==> config.mk <==
export PLATFORM = sky130hd
export DESIGN_NAME = fpu_seq_ctrl_flat
export DESIGN_NICKNAME = d
export VERILOG_FILES = /design/src/rtl/ibex_pkg.sv /design/src/rtl/fpu_seq_ctrl_if.sv /design/src/rtl/fpu_seq_ctrl.sv /design/src/flat_wrapper.sv
export SDC_FILE = /design/constraint.sdc
export NUM_CORES = 1
export LEC_CHECK = 0
export BUFFER_PORTS_ARGS = -buffer_cell sky130_fd_sc_hd__buf_2
export CAP_MARGIN = 20
export CORE_ASPECT_RATIO = 2
export CORE_MARGIN = 3
export CORE_UTILIZATION = 40
export CTS_CLUSTER_DIAMETER = 200
export DETAILED_ROUTE_END_ITERATION = 8
export PLACE_DENSITY = 0.71
export SKIP_CTS_REPAIR_TIMING = 1
export SLEW_MARGIN = 20
export SYNTH_ARGS = -nofsm -noshare
export SYNTH_HDL_FRONTEND = slang
export SYNTH_SLANG_ARGS = --single-unit
export TNS_END_PERCENT = 100
==> constraint.sdc <==
create_clock -name IO_CLK -period 1.8 [get_ports IO_CLK]
set_input_delay 0.09 -clock IO_CLK [delete_from_list [all_inputs] [get_ports IO_CLK]]
set_output_delay 0.09 -clock IO_CLK [all_outputs]
set_load 0.005 [all_outputs]
==> src/rtl/ibex_pkg.sv <==
// rtl/ibex_pkg.sv - FP operator encoding shared by decode, sequencer and FPU
package ibex_pkg;

  // Encodings 9..15 are unassigned and sequenced with the miscellaneous timing.
  typedef enum logic [3:0] {
    FP_ALU_ADD    = 4'd0,
    FP_ALU_SUB    = 4'd1,
    FP_ALU_MUL    = 4'd2,
    FP_ALU_DIV    = 4'd3,
    FP_ALU_SQRT   = 4'd4,
    FP_ALU_MINMAX = 4'd5,
    FP_ALU_SGNJ   = 4'd6,
    FP_ALU_CLASS  = 4'd7,
    FP_ALU_CVT    = 4'd8
  } fp_alu_op_e;

endpackage

==> src/rtl/fpu_seq_ctrl_if.sv <==
// rtl/fpu_seq_ctrl_if.sv - request, FPU and response signals of the FP sequencer
interface fpu_seq_ctrl_if;
  import ibex_pkg::*;

  logic        req_valid_i;
  logic        req_ready_o;
  fp_alu_op_e  req_op_i;
  logic [31:0] req_a_i;
  logic [31:0] req_b_i;
  logic [1:0]  req_mode_i;
  logic        flush_i;
  fp_alu_op_e  fpu_operator_o;
  logic [31:0] fpu_operand_a_o;
  logic [31:0] fpu_operand_b_o;
  logic [1:0]  fpu_mode_o;
  logic [31:0] fpu_result_i;
  logic        rsp_valid_o;
  logic        rsp_ready_i;
  logic [31:0] rsp_result_o;
  logic        busy_o;

  modport master (
    output req_valid_i, req_op_i, req_a_i, req_b_i, req_mode_i, flush_i,
    output fpu_result_i, rsp_ready_i,
    input  req_ready_o, fpu_operator_o, fpu_operand_a_o, fpu_operand_b_o, fpu_mode_o,
    input  rsp_valid_o, rsp_result_o, busy_o
  );

  modport slave (
    input  req_valid_i, req_op_i, req_a_i, req_b_i, req_mode_i, flush_i,
    input  fpu_result_i, rsp_ready_i,
    output req_ready_o, fpu_operator_o, fpu_operand_a_o, fpu_operand_b_o, fpu_mode_o,
    output rsp_valid_o, rsp_result_o, busy_o
  );

endinterface

==> src/rtl/fpu_seq_ctrl.sv <==
// rtl/fpu_seq_ctrl.sv - FP issue/sequencing controller holding FPU inputs for a multicycle path
// Optional perf counters (perf_ops_o, perf_stall_o) under FPU_SEQ_PERF_CNT_EN.
module fpu_seq_ctrl
  import ibex_pkg::*;
#(
  parameter int unsigned ARITH_CYCLES = 2,
  parameter int unsigned MISC_CYCLES  = 1
) (
  input  logic         IO_CLK,
  input  logic         rst_ni,
  fpu_seq_ctrl_if.slave bus
`ifdef FPU_SEQ_PERF_CNT_EN
  ,
  output logic [31:0]  perf_ops_o,
  output logic [31:0]  perf_stall_o
`endif
);

  typedef enum logic [1:0] {
    IDLE,
    EXEC,
    RESP
  } state_e;

  localparam logic [3:0] ARITH_LOAD = 4'(ARITH_CYCLES - 1);
  localparam logic [3:0] MISC_LOAD  = 4'(MISC_CYCLES - 1);

  state_e     state_q, state_d;
  logic [3:0] cnt_q, cnt_d;
  logic       accept;
  logic       capture;
  logic       ready_raw;
  logic       req_ready;
  logic       rsp_valid;
  logic [3:0] cnt_load;

  always_comb begin
    cnt_load = MISC_LOAD;
    if (bus.req_op_i == FP_ALU_ADD || bus.req_op_i == FP_ALU_SUB || bus.req_op_i == FP_ALU_MUL) begin
      cnt_load = ARITH_LOAD;
    end
  end

  always_comb begin
    state_d   = state_q;
    cnt_d     = cnt_q;
    accept    = 1'b0;
    capture   = 1'b0;
    ready_raw = 1'b0;
    case (state_q)
      IDLE: begin
        ready_raw = !bus.flush_i;
        if (bus.req_valid_i && ready_raw) begin
          accept  = 1'b1;
          cnt_d   = cnt_load;
          state_d = EXEC;
        end
      end
      EXEC: begin
        if (bus.flush_i) begin
          state_d = IDLE;
        end else if (cnt_q != 4'd0) begin
          cnt_d = cnt_q - 4'd1;
        end else begin
          capture = 1'b1;
          state_d = RESP;
        end
      end
      RESP: begin
        // A flush coinciding with the consumer handshake still cancels the response.
        if (bus.flush_i || bus.rsp_ready_i) begin
          state_d = IDLE;
        end
      end
      default: state_d = IDLE;
    endcase
  end

  always_ff @(posedge IO_CLK or negedge rst_ni) begin
    if (!rst_ni) begin
      state_q <= IDLE;
      cnt_q   <= 4'd0;
    end else begin
      state_q <= state_d;
      cnt_q   <= cnt_d;
    end
  end

  // FPU inputs only move on acceptance so the datapath sees them stable for the whole operation.
  always_ff @(posedge IO_CLK or negedge rst_ni) begin
    if (!rst_ni) begin
      bus.fpu_operator_o  <= FP_ALU_ADD;
      bus.fpu_operand_a_o <= 32'd0;
      bus.fpu_operand_b_o <= 32'd0;
      bus.fpu_mode_o      <= 2'd0;
    end else if (accept) begin
      bus.fpu_operator_o  <= bus.req_op_i;
      bus.fpu_operand_a_o <= bus.req_a_i;
      bus.fpu_operand_b_o <= bus.req_b_i;
      bus.fpu_mode_o      <= bus.req_mode_i;
    end
  end

  always_ff @(posedge IO_CLK or negedge rst_ni) begin
    if (!rst_ni) begin
      bus.rsp_result_o <= 32'd0;
    end else if (capture) begin
      bus.rsp_result_o <= bus.fpu_result_i;
    end
  end

  assign req_ready       = ready_raw && rst_ni;
  assign rsp_valid       = (state_q == RESP);
  assign bus.req_ready_o = req_ready;
  assign bus.rsp_valid_o = rsp_valid;
  assign bus.busy_o      = (state_q != IDLE);

`ifdef FPU_SEQ_PERF_CNT_EN
  always_ff @(posedge IO_CLK or negedge rst_ni) begin
    if (!rst_ni) begin
      perf_ops_o   <= 32'd0;
      perf_stall_o <= 32'd0;
    end else begin
      if (rsp_valid && bus.rsp_ready_i && !bus.flush_i) begin
        perf_ops_o <= perf_ops_o + 32'd1;
      end
      if (bus.req_valid_i && !req_ready) begin
        perf_stall_o <= perf_stall_o + 32'd1;
      end
    end
  end
`endif

endmodule

==> src/flat_wrapper.sv <==
// flat-port wrapper written by rule: the top's interface ports become plain ports
module fpu_seq_ctrl_flat import ibex_pkg::*;
#(
  parameter int unsigned ARITH_CYCLES = 2,
  parameter int unsigned MISC_CYCLES  = 1
)
  (IO_CLK, rst_ni, bus_req_valid_i, bus_req_op_i, bus_req_a_i, bus_req_b_i, bus_req_mode_i, bus_flush_i, bus_fpu_result_i, bus_rsp_ready_i, bus_req_ready_o, bus_fpu_operator_o, bus_fpu_operand_a_o, bus_fpu_operand_b_o, bus_fpu_mode_o, bus_rsp_valid_o, bus_rsp_result_o, bus_busy_o);
  fpu_seq_ctrl_if bus_i ();
  input  logic IO_CLK;
  input  logic rst_ni;
  input wire logic [$bits(bus_i.req_valid_i)-1:0] bus_req_valid_i;
  input wire logic [$bits(bus_i.req_op_i)-1:0] bus_req_op_i;
  input wire logic [$bits(bus_i.req_a_i)-1:0] bus_req_a_i;
  input wire logic [$bits(bus_i.req_b_i)-1:0] bus_req_b_i;
  input wire logic [$bits(bus_i.req_mode_i)-1:0] bus_req_mode_i;
  input wire logic [$bits(bus_i.flush_i)-1:0] bus_flush_i;
  input wire logic [$bits(bus_i.fpu_result_i)-1:0] bus_fpu_result_i;
  input wire logic [$bits(bus_i.rsp_ready_i)-1:0] bus_rsp_ready_i;
  output wire logic [$bits(bus_i.req_ready_o)-1:0] bus_req_ready_o;
  output wire logic [$bits(bus_i.fpu_operator_o)-1:0] bus_fpu_operator_o;
  output wire logic [$bits(bus_i.fpu_operand_a_o)-1:0] bus_fpu_operand_a_o;
  output wire logic [$bits(bus_i.fpu_operand_b_o)-1:0] bus_fpu_operand_b_o;
  output wire logic [$bits(bus_i.fpu_mode_o)-1:0] bus_fpu_mode_o;
  output wire logic [$bits(bus_i.rsp_valid_o)-1:0] bus_rsp_valid_o;
  output wire logic [$bits(bus_i.rsp_result_o)-1:0] bus_rsp_result_o;
  output wire logic [$bits(bus_i.busy_o)-1:0] bus_busy_o;
  assign bus_i.req_valid_i = bus_req_valid_i;
  assign bus_i.req_op_i = bus_req_op_i;
  assign bus_i.req_a_i = bus_req_a_i;
  assign bus_i.req_b_i = bus_req_b_i;
  assign bus_i.req_mode_i = bus_req_mode_i;
  assign bus_i.flush_i = bus_flush_i;
  assign bus_i.fpu_result_i = bus_fpu_result_i;
  assign bus_i.rsp_ready_i = bus_rsp_ready_i;
  assign bus_req_ready_o = bus_i.req_ready_o;
  assign bus_fpu_operator_o = bus_i.fpu_operator_o;
  assign bus_fpu_operand_a_o = bus_i.fpu_operand_a_o;
  assign bus_fpu_operand_b_o = bus_i.fpu_operand_b_o;
  assign bus_fpu_mode_o = bus_i.fpu_mode_o;
  assign bus_rsp_valid_o = bus_i.rsp_valid_o;
  assign bus_rsp_result_o = bus_i.rsp_result_o;
  assign bus_busy_o = bus_i.busy_o;
  fpu_seq_ctrl #(.ARITH_CYCLES(ARITH_CYCLES), .MISC_CYCLES(MISC_CYCLES)) u_core (.IO_CLK(IO_CLK), .rst_ni(rst_ni), .bus(bus_i));
endmodule
## Yosys cells after proc, flatten, opt, wreduce, memory -nomap -nowiden

Cells that the tools add are included.

- Memories: 0
- Input bits: 107
- Bits in latches: 0
- Word-level logic and storage cells: 46
- Bits in writable memories: 0
- Output and inout bits: 105
- Bits in registers: 108
- Memory bits (read-only): 0

- Reduce and logical (&&, ||, !) cells: 13
- Muxes and demuxes: 16
- Bitwise logic cells: 0
- Multipliers: 0
- Shift-type cells: 0
- Order comparisons: 0
- Equal/unequal tests: 9
- Add/subtract/negate cells: 1
- Divide/modulo/power cells: 0

Operators with widths:

| operator | count |
|---|---|
| 2-to-1 mux 4 bit | 3 |
| 2-to-1 mux 2 bit | 4 |
| one-hot mux 4 bit (2 select lines) | 1 |
| 2-to-1 mux 1 bit | 7 |
| inequality test 2 x 1 -> 1 bit (second input constant) | 3 |
| one-hot mux 2 bit (3 select lines) | 1 |
| equality test 4 x 1 -> 1 bit (second input constant) | 1 |
| equality test 4 x 2 -> 1 bit (second input constant) | 1 |
| logical NOT 4 bit | 1 |
| AND reduction 4 bit | 1 |
| nonzero test 2 bit | 2 |
| nonzero test 4 bit | 1 |
| subtractor 4 x 1 -> 4 bit (second input constant) | 1 |
| logical OR 1 bit | 3 |
| inequality test 3 bit (second input constant) | 1 |
| AND reduction 3 bit | 1 |
| equality test 2 x 1 -> 1 bit (second input constant) | 1 |
| equality test 2 bit (second input constant) | 1 |
| logical AND 1 bit | 2 |
| logical NOT 2 bit | 1 |
| inequality test 2 bit (second input constant) | 1 |
| logical NOT 1 bit | 1 |

## Depth between registers and ports, before layout

Gate-level depths: netlist of run 1.

- Depth in word-level cells: 6
- Gate-level depth with buffers: 6
- Depth with buffers taken out: 6

## Least setup slack after synthesis of run 1

OpenSTA, ideal clock, no wires.

- Path type: register -> register
- From: register u_core.cnt_q[0]
- To: register u_core.bus.rsp_result_o[10]
- Library setup time: 0.125 ns
- Arrival time: 1.429 ns
- Stages on the path, launching flop included: 7
- Period minus slack after synthesis: 1.554 ns
- Data required time: 1.675 ns
- Slack: 0.246 ns
- Buffers on the path: 1
- Cell sequence: dfrtp_1 inv_1 ha_1 nor3b_2 nand2_2 buf_6 mux2_4

- Longest elaborated chain between the ends: 4

RTL lines:

| element | RTL line | source |
|---|---|---|
| start: declaration | fpu_seq_ctrl.sv:29 | `logic [3:0] cnt_q, cnt_d;` |
| start signal: assignment | fpu_seq_ctrl.sv:85 | `cnt_q <= cnt_d;` |
| nonzero test 4 bit | fpu_seq_ctrl.sv:62 | `end else if (cnt_q != 4'd0) begin` |
| 2-to-1 mux 1 bit | fpu_seq_ctrl.sv:62 |  |
| 2-to-1 mux 1 bit | fpu_seq_ctrl.sv:60 | `if (bus.flush_i) begin` |
| 2-to-1 mux 1 bit | fpu_seq_ctrl.sv:50 | `case (state_q)` |
| end signal: assignment | fpu_seq_ctrl.sv:108 | `bus.rsp_result_o <= bus.fpu_result_i;` |
| end: declaration | fpu_seq_ctrl_if.sv:33 | `output rsp_valid_o, rsp_result_o, busy_o` |

Every way passes these cells.
A chain may end at the register's enable or synchronous reset.

## Final worst setup path of run 1

- From: register u_core.cnt_q[0]
- To: register u_core.bus.rsp_result_o[29]

The elaborated chain is that of the path after synthesis.

==> results of run 1 <==
## kinds of logic (layout without fill, tap and decap cells)
group                      count (synthesis)  count (layout)  synth area share (%)
other                                      0               2                     0
buffers and inverters                     14             338                  4.50
AOI/OAI and AO/OA                          8               8                  1.18
muxes                                    102             102                  28.9
adders and majority gates                  1               1                 0.286
DFF                                      108             108                  61.9
and+or+nand+nor                           20              20                  3.27
## cell type report
class                           instances  area share [%]
Clock inverter                          6           0.806
Multi-Input combinational cell        131            21.8
Sequential cell                       108            39.6
Antenna cell                            2          0.0733
Timing Repair Buffer                  319            31.7
Clock buffer                           10            3.35
Inverter                                3           0.165
Tap cell                              137            2.51
## worst reg2reg max path, delay by kind of cell (launching register included)
kind / cells / cell delay, ns
multiplexers: 1 / 0.35
adder cells (fa/ha/maj): 1 / 0.22
buffers and inverters: 2 / 0.30
AND/OR/NAND/NOR: 2 / 0.35
flip-flops: 1 / 0.39
## sequential cells by signal, indices dropped and copies added, names as in the netlist
signal	flops
u_core.cnt_q	4
u_core.bus.fpu_operand_a_o	32
u_core.bus.fpu_mode_o	2
u_core.bus.fpu_operand_b_o	32
u_core.bus.fpu_operator_o	4
u_core.bus.rsp_result_o	32
u_core.state_q	2
## power groups by stage
stage | logic [mW] | clock network (mW) | registers, mW
floorplan | 1.73 | 0 | 4.18
global placement | 3.26 | 0 | 4.08
detailed placement | 3.38 | 0 | 4.13
CTS | 3.38 | 1.95 | 4.10
global route | 3.83 | 2.04 | 4.25
finish | 3.57 | 1.87 | 4.11
## stage by stage
step                      instances  instance area (um2)
final                           716                 6830
after global routing            716                 6830
after CTS                       615                 5820
after detailed placement        599                 5540
after global placement          599                 5540
after floorplan                 253                 4370
## Yosys cell counts, drive strengths merged
| cell type | number | area (um2) |
|---|---|---|
| a211oi | 1 | 7.51 |
| a21oi | 2 | 10.0 |
| a22o | 1 | 8.76 |
| buf | 11 | 185 |
| dfrtp | 108 | 2700 |
| ha | 1 | 12.5 |
| inv | 3 | 11.3 |
| mux2 | 102 | 1260 |
| nand2 | 4 | 17.5 |
| nand2b | 2 | 12.5 |
| nand3 | 1 | 5.00 |
| nand4b | 1 | 8.76 |
| nor2 | 2 | 7.51 |
| nor2b | 1 | 6.26 |
| nor3 | 2 | 10.0 |
| nor3b | 3 | 38.8 |
| nor4b | 1 | 15.0 |
| o211ai | 1 | 7.51 |
| o21ai | 2 | 10.0 |
| o31ai | 1 | 7.51 |
| or2 | 1 | 6.26 |
| or3 | 1 | 6.26 |
| or3b | 1 | 8.76 |
## worst paths after layout
check | slack, ns | to | cells past startpoint
max reg2reg | 0.07 | u_core.bus.rsp_result_o[29]$_DFFE_PN0P_ | 6
min reg2reg | 0.50 | u_core.bus.fpu_operand_a_o[2]$_DFFE_PN0P_ | 1
min | -0.007 | u_core.bus.fpu_operand_a_o[3]$_DFFE_PN0P_ | 2
min in group asynchronous | 0.38 | u_core.bus.fpu_operand_b_o[1]$_DFFE_PN0P_ | 3
max in group asynchronous | 1.01 | u_core.bus.rsp_result_o[5]$_DFFE_PN0P_ | 3
max | 0.07 | u_core.bus.rsp_result_o[29]$_DFFE_PN0P_ | 6
## metal layers
layer	part of all wire (%)	vias up	wire length (um)	GRT usage [%]
met5	0	-	0	0
met4	4.2	0	514	10.4
met3	4.6	34	565	3.28
met2	59	130	7200	32.2
met1	33	1650	4000	16.6
li1	-	1538	-	-
==> metrics.cfg, run 1 <==
[setup_path]
worstPathMaxFanout = 32
worstReg2RegStart = u_core.cnt_q[0]$_DFFE_PN0P_
cp.buffers_inverters = 2
required_ns = 2.03
cp_slowest_stage_delay_ns = 0.39
critPathSlowestCell = dfrtp_1
cp_top_family = flip-flops
critical_path_class = reg2reg
worstPathArrival_ns = 1.95
cp-end-kind = register
critPathLaunch = u_core.cnt_q[0]$_DFFE_PN0P_
start_kind = register
crit_chain = inv_1 > ha_1 > nor3b_4 > nand2_2 > buf_12 > mux2_4

[routing]
vias_per_cell = 4.68
routed_wl_mm = 12.3
drtIter0Drc = 91
drc = 0
drt_first_pass_iters = 4
avgRoutedWirePerCell_um = 17.2
vias = 3352
final_antenna_net_count = 0

[sta]
clock.fmax_ghz = 0.579
fin_skew_ns = 0.00666
finalHoldWorstSlack_ns = -0.00713
final-setup-viol-count = 0
hold_violations = 1
rsz0062_at_grt = no
slew_violations = 0
fin_ws_ns = 0.0741
maxSlewHeadroom_pct = 67.0
min_period_ns = 1.73
worst_pin_slew_ns = 0.496
setup_tns_ns = 0
timing.final.crit_share_pct = 95.9

[min_path]
hold_class = in2reg
min-delay-start = bus_req_a_i[3]

[cts]
clock_latency_ns = 0.34
cts_sinks = 108
tritoncts = built
clockBufferDepth = 2
htreeDepth = 3
clk_pin_slew_ns = 0.08
clockRootBuffer = clkbuf_16
cts_made_buffers = 9

[place]
gp_congestion = 0.823
dp_slack_ns = 0.0829
portBuffers = 211
hpwl_mm = 8.22

[power_and_ir_drop]
clkPwrFrac_pct = 19.6
irDropWorstVdd_v = 0.000782
internal-power_mw = 6.69
seqPwrFrac_pct = 43.1
sw_frac_of_total_pct = 29.9
netSwitchingPower_mw = 2.86
leakagePower_nw = 3.37
totalPowerFinal_mw = 9.55
power_frac_comb_pct = 37.4
powerDensity_nw_per_um2 = 1400

[yosys]
avgSynthCellArea_um2 = 17.3
yosysWarnings = 0
syn_inst = 253
yosysSeqAreaShare_pct = 61.9
ys_types = 28
syn_area_um2 = 4370
postSynthNetCount = 361
ys_seq_elements = 108

[cells_and_area]
layout_commonest_cell = buf_2
fill_cells = 786
layout_common_cells = 210 x buf_2, 108 x dfrtp_1, 99 x dlygate4sd3_1
ff_latch_area_um2 = 2700
drive_above_1_share_pct = 59.6
fin_nets = 680
area_growth_pct = 56.4
final_core_util_pct = 64.4
multiInputGateArea_um2 = 1490

[flow_run]
max-cap-violations = 0

[floorplan]
row_count = 53
die_h_um = 154
initial_utilization_pct = 41.2
dieArea_um2 = 12300
pin_count = 212
die_w_um = 79.9
core_um2 = 10600

[status]
violations = negative hold slack
outcome = complete, but fails checks

[grt]
overflow = 0
grt_antenna_before_repair = 2
grt_pass1_vias = 3102
grt_max_degree = 71
grt_pass1_wl_mm = 16.1
grt_usage_pct = 17.2

Note: power is estimated with default switching activity, not from simulation.
==> run 2, diff against run 1 <==
--- a/config.mk
+++ b/config.mk
@@ -12,7 +12,7 @@
 export CORE_UTILIZATION = 40
 export CTS_CLUSTER_DIAMETER = 200
 export DETAILED_ROUTE_END_ITERATION = 8
-export PLACE_DENSITY = 0.71
+export PLACE_DENSITY = 0.74
 export SKIP_CTS_REPAIR_TIMING = 1
 export SLEW_MARGIN = 20
 export SYNTH_ARGS = -nofsm -noshare
==> constraint.sdc (replaced) <==
create_clock -name IO_CLK -period 1.5 [get_ports IO_CLK]
set_input_delay 0.075 -clock IO_CLK [delete_from_list [all_inputs] [get_ports IO_CLK]]
set_output_delay 0.075 -clock IO_CLK [all_outputs]
set_load 0.005 [all_outputs]
==> run 2 against run 1 <==
The run ends with negative setup slack left. Routed wire length increased by 14%. Flip-flop and latch count unchanged. Final cell count increased by 3.6%. Non-clock buffer count increased by 28. Sequential power increased by 22%. Power increased by 33%. Design area increased by 10%. Clock power increased by 22%. Hold slack improved by 0.072 ns. Critical path depth decreased by 1. Worst setup slack got worse by 0.20 ns. Critical path type unchanged. Critical endpoint is now u_core.bus.rsp_result_o[8]$_DFFE_PN0P_.
==> metrics.cfg, run 2 (synthesis gave the netlist of run 1 again) <==
[grt]
grt_pass1_wl_mm = 16.9  ; +5.0%
grt_max_degree = 59  ; -17%
overflow = 0  ; unchanged
grt_usage_pct = 18.0  ; +0.78 points
grt_pass1_vias = 3323  ; +7.1%
grt_antenna_before_repair = 0  ; -2

[setup_path]
critical_path_class = reg2reg
reg2regPathDepth = 5  ; -1
worstPathMaxFanout = 32  ; unchanged
start_kind = register
cp-end-kind = register
required_ns = 1.73  ; -0.30 ns
worstPathArrival_ns = 1.85  ; -0.10 ns

[place]
place_area_um2 = 5940  ; +7.2%
dp_cells = 611  ; +2.0%
portBuffers = 211  ; unchanged
dp_slack_ns = -0.159  ; -0.242 ns
hpwl_mm = 8.34  ; +1.5%
gp_congestion = 0.789  ; -4.1%

[routing]
drc = 0  ; unchanged
routed_wl_mm = 14.0  ; +14%
final_antenna_net_count = 0  ; unchanged
vias_per_cell = 4.74  ; +1.3%
drt_first_pass_iters = 4  ; unchanged
drtIter0Drc = 149  ; +64%
vias = 3520  ; +5.0%
avgRoutedWirePerCell_um = 18.8  ; +9.7%

[min_path]
min_path_cells = 3  ; +1
hold_class = in2reg

[cells_and_area]
fin_nets = 708  ; +4.1%
area_growth_pct = 72.3
antenna_cells = 0  ; -2
layout_common_cells = 210 x buf_2, 107 x dfrtp_1, 103 x dlygate4sd3_1
drive_above_1_share_pct = 62.0  ; +2.4 points
top_regs = u_core.bus.fpu_operand_a_o: 32 flops, u_core.bus.fpu_operand_b_o: 32 flops, u_core.bus.rsp_result_o: 32 flops
layout_commonest_cell = buf_2
layout.cells.non_filler = 742  ; +3.6%
postLayoutCellArea_um2 = 7520  ; +10%

[floorplan]
dieArea_um2 = 12300  ; unchanged
pin_count = 212  ; unchanged
row_count = 53  ; unchanged
core_um2 = 10600  ; unchanged
die_w_um = 79.9  ; unchanged
initial_utilization_pct = 41.2  ; unchanged
die_h_um = 154  ; unchanged

[sta]
timing.final.crit_share_pct = 108  ; +12 points
min_period_ns = 1.62  ; -0.105 ns
fin_skew_ns = 0.0123  ; +0.00566 ns
finalHoldWorstSlack_ns = 0.0653  ; +0.0724 ns
worst_pin_slew_ns = 0.462  ; -0.0335 ns
fin_ws_ns = -0.121  ; -0.195 ns
slew_violations = 0  ; unchanged
final-setup-viol-count = 103  ; +103
maxSlewHeadroom_pct = 69.2  ; +2.2 points
rsz0062_at_grt = yes
clock.fmax_ghz = 0.617  ; +6.4%
hold_violations = 0  ; -1

[cts]
cts_sinks = 108  ; unchanged
clock_latency_ns = 0.35  ; about the same
htreeDepth = 3  ; unchanged
tritoncts = built
clk_pin_slew_ns = 0.07  ; about the same
cts_made_buffers = 9  ; unchanged
clockRootBuffer = clkbuf_16
clockBufferDepth = 2  ; unchanged

[status]
outcome = complete, but fails checks
violations = negative setup slack

[power_and_ir_drop]
powerDensity_nw_per_um2 = 1690  ; +21%
leakagePower_nw = 3.83  ; +13%
irDropWorstVdd_v = 0.000886  ; +13%

[flow_run]
max-cap-violations = 0  ; unchanged

run 2: final cells by class:
type / count / area (um2)
Clock buffer: 9 / 225
Timing Repair Buffer: 347 / 2560
Sequential cell: 108 / 2700
Fill cell: 657 / 3090
Clock inverter: 7 / 60.1
Multi-Input combinational cell: 131 / 1790
Inverter: 3 / 11.3
Tap cell: 137 / 171
run 2: critical path, stage by stage (launching register included):
cell	delay, ns
dfrtp_2	0.44
buf_4	0.16
nor3b_4	0.26
nand2_2	0.11
buf_12	0.20
mux2_4	0.33
run 2: metal layers:
layer,wire (um),global-route usage [%]
met1,4770,18.7
met2,8030,33.1
met3,609,2.75
met4,556,9.91
met5,0,0
run 2: final timing paths:
path / from / to / slack (ns)
worst max-delay path: u_core.state_q[1]$_DFFE_PN0P_ / u_core.bus.rsp_result_o[8]$_DFFE_PN0P_ / -0.12
worst min-delay path: bus_rsp_ready_i / u_core.state_q[1]$_DFFE_PN0P_ / 0.07
worst max register to register: u_core.state_q[1]$_DFFE_PN0P_ / u_core.bus.rsp_result_o[8]$_DFFE_PN0P_ / -0.12
worst min register to register: u_core.bus.rsp_result_o[18]$_DFFE_PN0P_ / u_core.bus.rsp_result_o[18]$_DFFE_PN0P_ / 0.51
max in group asynchronous: rst_ni / u_core.bus.fpu_operand_b_o[26]$_DFFE_PN0P_ / 0.59
min in group asynchronous: rst_ni / u_core.bus.fpu_operand_b_o[0]$_DFFE_PN0P_ / 0.15
run 2: through the flow:
| stage | total power [mW] | TNS (ns) | utilization, % |
|---|---|---|---|
| detailed placement | 9.73 | -7.77 | 56.0 |
| floorplan | 7.64 | -3.93 | - |
| global placement | 9.55 | -3.76 | 56.0 |
| global route | 13.3 | -14.44 | 70.9 |
| CTS | 12.1 | -8.82 | 58.7 |
| finish | 12.7 | -9.81 | 70.9 |
run 2: power breakdown:
part / switching [mW] / total, mW / internal, mW
Clock: 1.13 / 2.29 / 1.16
Combinational: 1.88 / 5.37 / 3.49
Sequential: 0.800 / 5.02 / 4.22
==> run 3, diff against run 2 <==
--- a/config.mk
+++ b/config.mk
@@ -5,6 +5,7 @@
 export SDC_FILE = /design/constraint.sdc
 export NUM_CORES = 1
 export LEC_CHECK = 0
+export ABC_AREA = 1
 export BUFFER_PORTS_ARGS = -buffer_cell sky130_fd_sc_hd__buf_2
 export CAP_MARGIN = 20
 export CORE_ASPECT_RATIO = 2
@@ -12,7 +13,7 @@
 export CORE_UTILIZATION = 40
 export CTS_CLUSTER_DIAMETER = 200
 export DETAILED_ROUTE_END_ITERATION = 8
-export PLACE_DENSITY = 0.74
+export PLACE_DENSITY = 0.73
 export SKIP_CTS_REPAIR_TIMING = 1
 export SLEW_MARGIN = 20
 export SYNTH_ARGS = -nofsm -noshare
==> run 3 against run 2 <==
Routed wire length shrank 14%. Clock skew shrank 0.0036 ns. Largest cell class unchanged. The flow finishes with violations (negative hold slack). Fmax grew 18%. Sequential power shrank 5.4%. Highest routed layer unchanged. Non-clock buffer count shrank 49. Critical path depth grew 1. Largest power group is now registers. Sequential share of layout area grew 4.2 points. Clock power grew 14%.
==> metrics.cfg, run 3 <==
[flow_run]
max-cap-violations = 0  ; unchanged

[cells_and_area]
fill_cells = 863  ; +31%
layout_common_cells = 210 x buf_2, 114 x nand2_1, 108 x inv_1, 108 x dfrtp_1, 80 x dlygate4sd3_1
fin_nets = 873  ; +23%
area_growth_pct = 51.4
drive_above_1_share_pct = 34.2  ; -28 points
ff_latch_area_um2 = 2700  ; about the same
top_regs = u_core.bus.fpu_operand_a_o: 32 flops, u_core.bus.fpu_operand_b_o: 32 flops, u_core.bus.rsp_result_o: 32 flops
layout_commonest_cell = buf_2
multiInputGateArea_um2 = 1170  ; -34%

[floorplan]
die_w_um = 80.6  ; +0.90%
pin_count = 212  ; unchanged
die_h_um = 155  ; +0.93%
dieArea_um2 = 12500  ; +1.8%
core_um2 = 10700  ; +0.62%
row_count = 53  ; unchanged
initial_utilization_pct = 41.7  ; +0.54 points

[grt]
grt_antenna_before_repair = 1  ; +1
grt_usage_pct = 16.5  ; -1.5 points
grt_max_degree = 71  ; +20%
overflow = 0  ; unchanged
grt_pass1_vias = 3489  ; +5.0%
grt_pass1_wl_mm = 16.2  ; -3.8%

[routing]
vias = 4005  ; +14%
final_antenna_net_count = 0  ; unchanged
drt_first_pass_iters = 6  ; +2
drc = 0  ; unchanged
drtIter0Drc = 206  ; +38%
avgRoutedWirePerCell_um = 13.2  ; -30%
vias_per_cell = 4.41  ; -7.0%
routed_wl_mm = 12.0  ; -14%

[setup_path]
worstPathMaxFanout = 65  ; +100%
worstPathArrival_ns = 1.60  ; -0.25 ns
cp-end-kind = register
r2r_slack_ns = 0.12  ; +0.25 ns
start_kind = register
reg2regPathDepth = 6  ; +1
critical_path_class = reg2reg
worstReg2RegStart = u_core.cnt_q[0]$_DFFE_PN0P_
r2r-end = u_core.bus.rsp_result_o[31]$_DFFE_PN0P_
required_ns = 1.72  ; about the same

[yosys]
yosysWarnings = 0  ; unchanged
syn_area_um2 = 4450  ; +1.9%
yosys.cell_count.top_type = nand2_1
synth_common_cells = 114 x nand2_1, 108 x dfrtp_1, 108 x inv_1
synth_ff_type = dfrtp_1
postSynthNetCount = 586  ; +62%
ys_seq_elements = 108  ; unchanged
synth_top_cell_by_area = dfrtp_1
synth_enable_flop_cells = 0  ; unchanged
synth_top_area_share_pct = 60.7  ; -1.2 points
synth_area_leaders = dfrtp_1 61%, nand2_1 9.6%, inv_1 9.1%
ys_types = 16  ; -43%
yosysSeqAreaShare_pct = 60.7  ; -1.2 points
avgSynthCellArea_um2 = 9.31  ; -46%
synth_async_sr_flop_share_pct = 100  ; unchanged
syn_inst = 478  ; +89%

[power_and_ir_drop]
powerDensity_nw_per_um2 = 1630  ; -3.5%
irDropWorstVdd_v = 0.000928  ; +4.7%
leakagePower_nw = 3.86  ; +1.0%

[sta]
clock.fmax_ghz = 0.727  ; +18%
worst_pin_slew_ns = 0.591  ; +0.129 ns
final-setup-viol-count = 0  ; -100%
fin_skew_ns = 0.00872  ; -0.00360 ns
rsz0062_at_grt = no
hold_violations = 18  ; +18
finalHoldWorstSlack_ns = -0.0201  ; -0.0854 ns
fin_ws_ns = 0.124  ; +0.246 ns
slew_violations = 0  ; unchanged
maxSlewHeadroom_pct = 60.6  ; -8.6 points
setup_tns_ns = 0  ; +9.81 ns
min_period_ns = 1.38  ; -0.246 ns
timing.final.crit_share_pct = 91.7  ; -16 points

[cts]
cts_made_buffers = 9  ; unchanged
clockBufferDepth = 2  ; unchanged
htreeDepth = 3  ; unchanged
tritoncts = built
clock_latency_ns = 0.34  ; about the same
cts_sinks = 108  ; unchanged
clk_pin_slew_ns = 0.07  ; about the same
clockRootBuffer = clkbuf_16

[min_path]
min_path_cells = 3  ; unchanged
hold_class = in2reg
min-delay-start = bus_req_a_i[13]
min_to = u_core.bus.fpu_operand_a_o[13]$_DFFE_PN0P_

[place]
portBuffers = 211  ; unchanged
hpwl_mm = 7.97  ; -4.5%
gp_congestion = 0.759  ; -3.7%
dp_slack_ns = 0.0507  ; +0.210 ns

[status]
outcome = complete, but fails checks
violations = negative hold slack

## run 3: kinds of logic after synthesis
| logic type | share of synthesized area (%) |
|---|---|
| DFF | 60.7 |
| and+or+nand+nor | 11.8 |
| buffers and inverters | 13.2 |
| AOI/OAI and AO/OA | 13.9 |
| xor gates and xnor gates | 0.197 |
| adders and majority gates | 0.281 |
## run 3: through the flow
step	instance area (um2)	total power, mW	utilization (%)	instances	hold WS [ns]
2_1_floorplan	4450	6.51	-	478	-0.221
3_3_place_gp	5600	8.07	52.4	811	0.134
3_5_place_dp	5600	8.23	52.4	811	0.141
4_1_cts	5930	10.9	55.5	827	-0.233
5_1_grt	6740	11.8	63.1	908	-0.0127
6_report	6740	11.0	63.1	908	-0.0201
## run 3: area by class of cell
type	count	area share, %
flip-flops and latches	108	40.1
repair buffers	298	29.0
multi-input cells	240	17.4
inverters	108	6.01
clock buffers	9	3.34
well taps	137	2.54
clock inverters	7	1.58
diodes	1	0.0371
## run 3: per-layer routing
| layer | share of wire (%) | global-route usage [%] |
|---|---|---|
| met3 | 6.4 | 3.42 |
| met5 | 0 | 0 |
| met4 | 2.7 | 6.12 |
| met1 | 36 | 18.2 |
| met2 | 55 | 30.1 |
## run 3: worst max-delay path by stage
stage,from,cells after the start,to
floorplan,u_core.cnt_q[0]$_DFFE_PN0P_,7,u_core.bus.rsp_result_o[10]$_DFFE_PN0P_
global placement,u_core.state_q[0]$_DFFE_PN0P_,5,u_core.bus.fpu_operand_b_o[25]$_DFFE_PN0P_
detailed placement,u_core.state_q[0]$_DFFE_PN0P_,5,u_core.bus.fpu_operand_b_o[25]$_DFFE_PN0P_
CTS,u_core.state_q[0]$_DFFE_PN0P_,5,u_core.bus.fpu_operand_b_o[25]$_DFFE_PN0P_
global route,u_core.cnt_q[0]$_DFFE_PN0P_,6,u_core.cnt_q[0]$_DFFE_PN0P_
finish,u_core.cnt_q[0]$_DFFE_PN0P_,6,u_core.bus.rsp_result_o[31]$_DFFE_PN0P_
## run 3: report_power, final
group	internal, mW	switching [mW]
registers	4.10	0.650
logic	1.76	1.85
clock network	1.49	1.11
total	7.35	3.61
## run 3: worst max-delay path, cell delays in order (launching register included)
cell and delay (ns):
dfrtp_1 0.38, inv_1 0.12, ha_1 0.23, nand3_2 0.12, buf_12 0.22, nand2_1 0.11, o21ai_2 0.05
